File: config.mk
export PLATFORM = sky130hd
export DESIGN_NAME = seq_divider_nbit
export DESIGN_NICKNAME = d
export VERILOG_FILES = /design/src/rtl/div_pkg.sv /design/src/rtl/sub_nbit.sv /design/src/rtl/seq_divider_nbit.sv
export SDC_FILE = /design/constraint.sdc
export NUM_CORES = 1
export LEC_CHECK = 0
export BUFFER_PORTS_ARGS = -buffer_cell sky130_fd_sc_hd__buf_2
export CAP_MARGIN = 20
export CORE_UTILIZATION = 60
export CTS_BUF_LIST = sky130_fd_sc_hd__clkbuf_2
export CTS_CLUSTER_DIAMETER = 100
export DETAILED_ROUTE_END_ITERATION = 7
export GPL_TIMING_DRIVEN = 0
export HOLD_SLACK_MARGIN = 0.1
export MAX_ROUTING_LAYER = met4
export PLACE_DENSITY = 0.83
export SYNTH_ARGS = -nofsm -noshare
export SYNTH_HDL_FRONTEND = slang
export SYNTH_SLANG_ARGS = --single-unit
File: constraint.sdc
create_clock -name clk -period 29.5 [get_ports clk]
set_clock_uncertainty 0.15 [all_clocks]
set_input_delay 5.9 -clock clk [delete_from_list [all_inputs] [get_ports clk]]
set_output_delay 5.9 -clock clk [all_outputs]
set_load 0.02 [all_outputs]
File: src/rtl/div_pkg.sv
// Shared types and sizing helpers for the sequential divider.
package div_pkg;

  typedef enum logic [1:0] {
    IDLE = 2'd0,
    RUN  = 2'd1,
    DONE = 2'd2
  } div_state_e;

  localparam int DIV_N_DEFAULT     = 32;
  localparam int DIV_CNT_W_DEFAULT = $clog2(DIV_N_DEFAULT + 1);

  // Counter must hold the value N itself, hence N+1 codes.
  function automatic int div_cnt_w(input int n);
    return $clog2(n + 1);
  endfunction

endpackage

File: src/rtl/sub_nbit.sv
// W-bit ripple subtractor: diff = a + ~b + 1, borrow_n = final carry (1 when a >= b).
module sub_nbit #(
  parameter int W = 33
) (
  input  logic [W-1:0] a,
  input  logic [W-1:0] b,
  output logic [W-1:0] diff,
  output logic         borrow_n
);

  logic [W:0] carry;

  assign carry[0] = 1'b1;

  for (genvar i = 0; i < W; i++) begin : g_bit
    logic b_inv;
    assign b_inv      = ~b[i];
    assign diff[i]    = a[i] ^ b_inv ^ carry[i];
    assign carry[i+1] = (a[i] & b_inv) | (carry[i] & (a[i] ^ b_inv));
  end

  assign borrow_n = carry[W];

endmodule

File: src/rtl/seq_divider_nbit.sv
// Iterative restoring divider, one trial subtraction per clock, start/busy/done handshake.
// Define SEQ_DIVIDER_SIGNED_EN for two's-complement operands (truncating toward zero).
//
// state | meaning
// IDLE  | waiting for start
// RUN   | N trial-subtraction cycles in progress
// DONE  | results just loaded, done pulse; start accepted here as in IDLE
module seq_divider_nbit
  import div_pkg::*;
#(
  parameter int N = 32
) (
  input  logic         clk,
  input  logic         rst_n,
  input  logic         start,
  input  logic [N-1:0] dividend,
  input  logic [N-1:0] divisor,
  output logic         busy,
  output logic         done,
  output logic [N-1:0] quotient,
  output logic [N-1:0] remainder,
  output logic         div_by_zero
);

  localparam int CNT_W = div_cnt_w(N);

  div_state_e       state_q, state_d;
  logic [N-1:0]     rem_q, rem_d;
  logic [N-1:0]     dvd_q, dvd_d;
  logic [N-1:0]     dvs_q, dvs_d;
  logic [N-1:0]     quo_q, quo_d;
  logic [N-1:0]     res_quo_q, res_quo_d;
  logic [N-1:0]     res_rem_q, res_rem_d;
  logic             dbz_q, dbz_d;
  logic [CNT_W-1:0] cnt_q, cnt_d;

  logic             accept;
  logic [N:0]       trial;
  logic             unused_borrow_n;
  logic [N-1:0]     rem_next, quo_next;
  logic [N-1:0]     dd_mag, dv_mag, quo_fix, rem_fix;

  assign accept = start && (state_q != RUN);

  // The partial remainder stays below the divisor, so its top bit is always zero
  // and only N bits are stored; trial[N] carries the sign of the trial result.
  sub_nbit #(.W(N + 1)) u_trial_sub (
    .a        ({rem_q, dvd_q[N-1]}),
    .b        ({1'b0, dvs_q}),
    .diff     (trial),
    .borrow_n (unused_borrow_n)
  );

  assign rem_next = trial[N] ? {rem_q[N-2:0], dvd_q[N-1]} : trial[N-1:0];
  assign quo_next = {quo_q[N-2:0], ~trial[N]};

`ifdef SEQ_DIVIDER_SIGNED_EN
  logic neg_quo_q, neg_quo_d;
  logic neg_rem_q, neg_rem_d;

  assign dd_mag    = dividend[N-1] ? -dividend : dividend;
  assign dv_mag    = divisor[N-1]  ? -divisor  : divisor;
  assign quo_fix   = neg_quo_q ? -quo_next : quo_next;
  assign rem_fix   = neg_rem_q ? -rem_next : rem_next;
  assign neg_quo_d = accept ? (dividend[N-1] ^ divisor[N-1]) : neg_quo_q;
  assign neg_rem_d = accept ? dividend[N-1] : neg_rem_q;

  always_ff @(posedge clk or negedge rst_n) begin
    if (!rst_n) begin
      neg_quo_q <= 1'b0;
      neg_rem_q <= 1'b0;
    end else begin
      neg_quo_q <= neg_quo_d;
      neg_rem_q <= neg_rem_d;
    end
  end
`else
  assign dd_mag  = dividend;
  assign dv_mag  = divisor;
  assign quo_fix = quo_next;
  assign rem_fix = rem_next;
`endif

  always_comb begin
    state_d   = state_q;
    rem_d     = rem_q;
    dvd_d     = dvd_q;
    dvs_d     = dvs_q;
    quo_d     = quo_q;
    cnt_d     = cnt_q;
    res_quo_d = res_quo_q;
    res_rem_d = res_rem_q;
    dbz_d     = dbz_q;

    unique case (state_q)
      RUN: begin
        rem_d = rem_next;
        quo_d = quo_next;
        dvd_d = {dvd_q[N-2:0], 1'b0};
        cnt_d = cnt_q - CNT_W'(1);
        if (cnt_q == CNT_W'(1)) begin
          state_d   = DONE;
          res_quo_d = quo_fix;
          res_rem_d = rem_fix;
        end
      end
      IDLE, DONE: begin
        state_d = IDLE;
        if (accept) begin
          rem_d = '0;
          dvd_d = dd_mag;
          dvs_d = dv_mag;
          quo_d = '0;
          cnt_d = CNT_W'(N);
          dbz_d = (divisor == '0);
          // Zero divisor skips the iteration entirely.
          if (divisor == '0) begin
            state_d   = DONE;
            res_quo_d = '1;
            res_rem_d = dividend;
          end else begin
            state_d = RUN;
          end
        end
      end
      default: state_d = IDLE;
    endcase
  end

  always_ff @(posedge clk or negedge rst_n) begin
    if (!rst_n) begin
      state_q   <= IDLE;
      rem_q     <= '0;
      dvd_q     <= '0;
      dvs_q     <= '0;
      quo_q     <= '0;
      cnt_q     <= '0;
      res_quo_q <= '0;
      res_rem_q <= '0;
      dbz_q     <= 1'b0;
    end else begin
      state_q   <= state_d;
      rem_q     <= rem_d;
      dvd_q     <= dvd_d;
      dvs_q     <= dvs_d;
      quo_q     <= quo_d;
      cnt_q     <= cnt_d;
      res_quo_q <= res_quo_d;
      res_rem_q <= res_rem_d;
      dbz_q     <= dbz_d;
    end
  end

  assign busy        = (state_q == RUN);
  assign done        = (state_q == DONE);
  assign quotient    = res_quo_q;
  assign remainder   = res_rem_q;
  assign div_by_zero = dbz_q;

endmodule
==> results of run 1 <==
worst paths after layout:
kind	endpoint	slack, ps	cells past startpoint
setup / recovery	remainder[1]	14560	39
hold / removal	cnt_q[4]	360	1
setup reg to reg	remainder[1]	14560	39
hold reg to reg	cnt_q[4]	360	1
max in group asynchronous	rem_q[28]	23330	2
min in group asynchronous	remainder[7]	4950	1
placed cells by master (no fill, tap or decap), types with 2 or more instances in the layout:
master and count:
nor2b_1 33, nand2b_1 2, a22oi_1 24, nand2_1 221, buf_4 2, clkinv_8 6
a32o_1 7, inv_1 42, mux2_2 4, buf_2 147, clkinv_4 2, fa_1 31
nor4_1 10, nand4_1 2, mux2i_1 8, xnor2_1 3, dfrtp_1 200, inv_6 5
clkbuf_1 47, a22o_1 32, inv_8 2, ha_1 3, o21ai_0 62, clkbuf_2 17
nor2_1 89, a21oi_1 61, a31oi_1 30, a31o_2 2, nand3_1 25, buf_1 2
kinds of logic (layout without fill, tap and decap cells):
family,count (synthesis),after routing
buffers and inverters,109,275
adders and majority gates,34,34
xor gates and xnor gates,4,4
DFF,200,200
and+or+nand+nor,387,387
muxes,12,12
other,0,1
AOI/OAI and AO/OA,222,222
critical path: cells and delay by family (launching register included):
family / cells / cell delay (ps)
AO/OA/AOI/OAI: 2 / 410
XOR/XNOR: 1 / 410
adder cells (fa/ha/maj): 32 / 12620
buffers and inverters: 3 / 670
flip-flops: 1 / 430
AND/OR/NAND/NOR: 1 / 140
final cells by class:
cell class                      instances  area [sq um]
Sequential cell                       200          5000
Clock inverter                         15           181
Inverter                               42           158
Buffer                                 67           285
Multi-Input combinational cell        659          3840
Antenna cell                            1          2.50
Timing Repair Buffer                  134           703
Clock buffer                           17          85.1
Tap cell                              188           235
Fill cell                            1219          4650
metrics by stage:
stage / power, mW / hold slack [ps] / utilization (%) / setup WS, ps / instance area (sq um)
final: 1.38 / 357 / 69.3 / 14560 / 10500
after global routing: 1.50 / 373 / 69.3 / 14190 / 10500
after CTS: 1.37 / 360 / 69.3 / 14730 / 10500
after detailed placement: 1.24 / 320 / 67.5 / 14810 / 10200
after global placement: 1.20 / 312 / 67.3 / 14990 / 10200
after floorplan: 1.01 / 297 / - / 16040 / 9290
sequential cells by signal, summed over array words and instances, names as in the netlist:
name         count
cnt_q            6
div_by_zero      1
dvd_q           32
dvs_q           32
quo_q           31
quotient        32
rem_q           32
remainder       32
state_q          2
power by group through the flow:
stage	clock network [mW]	logic, mW	registers, mW
3_5_place_dp	0	0.744	0.492
3_3_place_gp	0	0.713	0.487
2_1_floorplan	0	0.489	0.526
5_1_grt	0.148	0.849	0.501
4_1_cts	0.138	0.748	0.485
6_report	0.137	0.753	0.486
metal layers:
layer | share of wire (%) | wire, microns | vias to the layer above
met5 | 0 | 0 | -
met2 | 47 | 10800 | 309
li1 | - | - | 3555
met1 | 44 | 10100 | 3751
met4 | 3.1 | 711 | 0
met3 | 5.4 | 1230 | 54
==> flow_summary.toml, run 1 <==
[sta]
fin_setup_tns_ps = 0
relSlewSlack_pct = 41.9
setup_viol = 0
hold_viol_final = 0
fin_crit_sh_pct = 50.7
worst_pin_slew_ps = 872
post-route-min-period_ps = 14940
fmax_ghz = 0.0669
rsz0062_at_grt = "false"
drv_slew = 0

[worst_setup_path]
startpoint = "dvd_q[31]"
crit_path_max_incr_delay_ps = 530
r2r_start = "dvd_q[31]"
start_kind = "flip-flop"
path_max_fanout = 10
slowest_stage = "clkbuf_1"
crit_path_end_kind = "flip-flop"
worstSetupPathType = "flip-flop to flip-flop"
critical_path_required_ps = 30020
crit_path_frequent_cell = "fa_1"
critPathArrivalTime_ps = 15460

[power_and_ir_drop]
p_per_area_nw_per_um2 = 131
switching_share_pct = 47.8
internal_power_mw = 0.718
p_sw_mw = 0.658
clock_power_share_pct = 9.9
vdd_drop_max_mv = 0.0657
leakage_nw = 5.03
seq_power_share_pct = 35.3
p_comb_share_pct = 54.8

[global_route]
grt_pass1_wl_microns = 37500
grt_overflow = 0
grt_use_met1_pct = 42.4
grt_pass1_vias = 7600
grt_max_degree = 113
antenna_found_initial = 1
busiest_layer = "met2"
use_met2_pct = 48.9
grt_use_met3_pct = 4.77
track_usage_pct = 31.6

[detailed_routing]
vias_per_cell = 5.80
dr.pass1.iters = 6
routed-via-count = 7669
drc = 0
ant_nets = 0
wl_per_cell_microns = 17.3
drt-initial-drc-count = 629
wl_microns = 22900

[synthesis]
synth_top_family_by_area = "simple AND/OR/NAND/NOR gates"
yosysMostFrequentCell = "nand2_1"
netlist.area_leader.share_pct = 53.9
ys_warn_count = 0
synthCells = 968
yosys_register_bits = 200
async_reset_ff_share_pct = 100
yosys-top-cells-area = "dfrtp_1, nand2_1, fa_1"
synthSimpleGateAreaFrac_pct = 17.5
synthMuxAreaShare_pct = 1.35
synth.distinct_cells = 36
yosys-top-cells-count = "nand2_1, dfrtp_1, nor2_1"
syn_avg_cell_area_sq_um = 9.60
synth_compound_area_share_pct = 15.0
synth_largest_area_cell = "dfrtp_1"
syn-num-nets = 1069
synth-xor-area-share_pct = 0.377
synth_flop_cell = "dfrtp_1"
synth_edf_count = 0
synth_area_sq_um = 9290
synthAdderAreaFrac_pct = 7.08
seq_area_frac_synth_pct = 53.9

[die]
start_util_pct = 61.3
die_y_microns = 126
die_w_microns = 126
rows = 45
dieArea_sq_um = 16000
ios = 134
core_area_sq_um = 15100

[clock_tree]
cts_setup_buffers = 0
cts_buffers = 17
cts_tree = "yes"
clockBufferDepth = 2
cts_root_buf = "clkbuf_2"
cts_max_level = 4
path_clk_slew_ps = 310
clock-sinks = 200
cts_hold_buf = 0
insertion_delay_ps = 790
ctsResizeCount = 0

[min_path]
hold_path.class = "flip-flop to flip-flop"
worstHoldStart = "cnt_q[4]"

[finish]
area_delta_synth_final_pct = 13.0
fin_nets = 1222
fin_cells = 1323
drive_gt1_share_pct = 16.9

[placement]
numPortBuffers = 133
place_inst = 1290
gp_congestion = 0.907
detailed_place_hpwl_microns = 16600

[outcome]
outcome = "finished, final reports clean"

[run]
maxCapViolCount = 0
Power figures use the tool's default switching activity.
==> inputs of run 2 (changes only) <==
--- a/config.mk
+++ b/config.mk
@@ -7,14 +7,14 @@
 export LEC_CHECK = 0
 export BUFFER_PORTS_ARGS = -buffer_cell sky130_fd_sc_hd__buf_2
 export CAP_MARGIN = 20
-export CORE_UTILIZATION = 60
+export CORE_UTILIZATION = 54
 export CTS_BUF_LIST = sky130_fd_sc_hd__clkbuf_2
 export CTS_CLUSTER_DIAMETER = 100
 export DETAILED_ROUTE_END_ITERATION = 7
 export GPL_TIMING_DRIVEN = 0
 export HOLD_SLACK_MARGIN = 0.1
 export MAX_ROUTING_LAYER = met4
-export PLACE_DENSITY = 0.83
+export PLACE_DENSITY = 0.79
 export SYNTH_ARGS = -nofsm -noshare
 export SYNTH_HDL_FRONTEND = slang
 export SYNTH_SLANG_ARGS = --single-unit
==> constraint.sdc (replaced) <==
create_clock -name clk -period 13.1 [get_ports clk]
set_clock_uncertainty 0.15 [all_clocks]
set_input_delay 2.62 -clock clk [delete_from_list [all_inputs] [get_ports clk]]
set_output_delay 2.62 -clock clk [all_outputs]
set_load 0.02 [all_outputs]
==> flow_summary.toml, run 2 (synthesized netlist as in run 1, its figures left out) <==
[outcome]
outcome = "finished, final reports clean"

[worst_setup_path]
startpoint = "dvd_q[31]"
crit_path_max_incr_delay_ps = 420
critPathArrivalTime_ps = 13470
slowest_stage = "dfrtp_1"
worstSetupPathType = "flip-flop to flip-flop"
path_max_fanout = 10
critical_path_required_ps = 13690
start_kind = "flip-flop"
crit_path_end_kind = "flip-flop"
r2r_slack_ps = 220
r2r_start = "dvd_q[31]"
crit_path_frequent_cell = "fa_2"

[power_and_ir_drop]
vdd_drop_max_mv = 0.199
leakage_nw = 5.14
p_total_mw = 3.45
p_per_area_nw_per_um2 = 315

[finish]
area_delta_synth_final_pct = 17.7
design_area_sq_um = 10900
fillerInstances = 1385
mostFrequentLayoutCell = "nand2_1"
fin_nets = 1233
final_cell_mix = "nand2_1, dfrtp_1, buf_2"
drive_gt1_share_pct = 21.7
fin_util_pct = 65.5

[global_route]
antenna_found_initial = 1
grt_pass1_wl_microns = 38700
grt_use_met1_pct = 38.6
grt_overflow = 0
use_met2_pct = 45.5
grt_use_met3_pct = 5.75
grt_max_degree = 118
busiest_layer = "met2"
grt_pass1_vias = 7502
track_usage_pct = 29.3

[placement]
numPortBuffers = 133
gp_congestion = 0.861
post-place-ws_ps = -1040
dpl_cell_area_sq_um = 10300
detailed_place_hpwl_microns = 17100

[run]
maxCapViolCount = 0

[detailed_routing]
ant_nets = 0
wl_microns = 24400
wl_per_cell_microns = 17.8
routed-via-count = 7854
vias_per_cell = 5.75
drt-initial-drc-count = 733
dr.pass1.iters = 6
drc = 0

[die]
start_util_pct = 55.6
rows = 47
ios = 134
dieArea_sq_um = 17700
die_w_microns = 133
core_area_sq_um = 16700
die_y_microns = 133

[clock_tree]
insertion_delay_ps = 810
cts_buffers = 17
cts_hold_buf = 0
path_clk_slew_ps = 320
cts_max_level = 4
cts_tree = "yes"
cts_root_buf = "clkbuf_2"
clock-sinks = 200
clockBufferDepth = 2

[min_path]
worstHoldStart = "cnt_q[4]"
hold_path.class = "flip-flop to flip-flop"

[sta]
setup_viol = 0
fmax_ghz = 0.0776
drv_slew = 0
post-route-min-period_ps = 12880
hold_viol_final = 0
worst_slack_ps = 215
whs_ps = 361
worst_pin_slew_ps = 853
relSlewSlack_pct = 43.1
fin_crit_sh_pct = 98.4
## run 2: worst max-delay path, delay by kind of cell (launching register included)
| kind | cells | cell delay, ps |
|---|---|---|
| multiplexers | 1 | 110 |
| XOR/XNOR | 1 | 280 |
| adder cells (fa/ha/maj) | 32 | 11140 |
| buffers and inverters | 3 | 380 |
| flip-flops | 1 | 420 |
| AND/OR/NAND/NOR | 1 | 130 |
| AO/OA/AOI/OAI | 1 | 230 |
## run 2: layout make-up
type	instances	area [sq um]	area share, %
clock inverters	15	214	1.96
plain buffers	67	350	3.20
repair buffers	145	845	7.72
multi-input cells	659	4000	36.6
flip-flops and latches	200	5000	45.8
diodes	1	2.50	0.0229
well taps	220	275	2.52
inverters	42	158	1.44
clock buffers	17	85.1	0.778
## run 2: worst paths after layout
| check | end | depth (start not counted) |
|---|---|---|
| hold / removal | cnt_q[4] | 1 |
| max in group asynchronous | dvs_q[11] | 2 |
| setup / recovery | remainder[17] | 39 |
| setup reg to reg | remainder[17] | 39 |
| min in group asynchronous | quotient[16] | 1 |
| hold reg to reg | cnt_q[4] | 1 |
## run 2: through the flow
| step | std cells | setup TNS (ps) |
|---|---|---|
| 2_1_floorplan | 968 | 0 |
| 3_3_place_gp | 1321 | -44920 |
| 3_5_place_dp | 1322 | -55850 |
| 4_1_cts | 1357 | 0 |
| 5_1_grt | 1366 | -3.25 |
| 6_report | 1366 | 0 |
## run 2: power breakdown
group	total, mW	internal (mW)	leakage, nW	switching [mW]
logic	2.00	0.858	2.55	1.15
registers	1.11	0.907	2.42	0.198
clock network	0.335	0.0755	0.168	0.260
## run 2: per-layer routing
metal | vias up | part of all wire (%)
met3 | 59 | 8.2
met1 | 3843 | 41
met5 | - | 0
met2 | 359 | 48
li1 | 3593 | -
met4 | 0 | 2.8
## run 2: timing repair
item / 4_1_cts / 5_1_grt
resized for setup: 32 / 17
endpoints found under the hold margin: 0 / 0
setup endpoints to repair: 66 / 62
setup buffers: 3 / 7
pin swaps: 3 / 5
cloned: 0 / 1
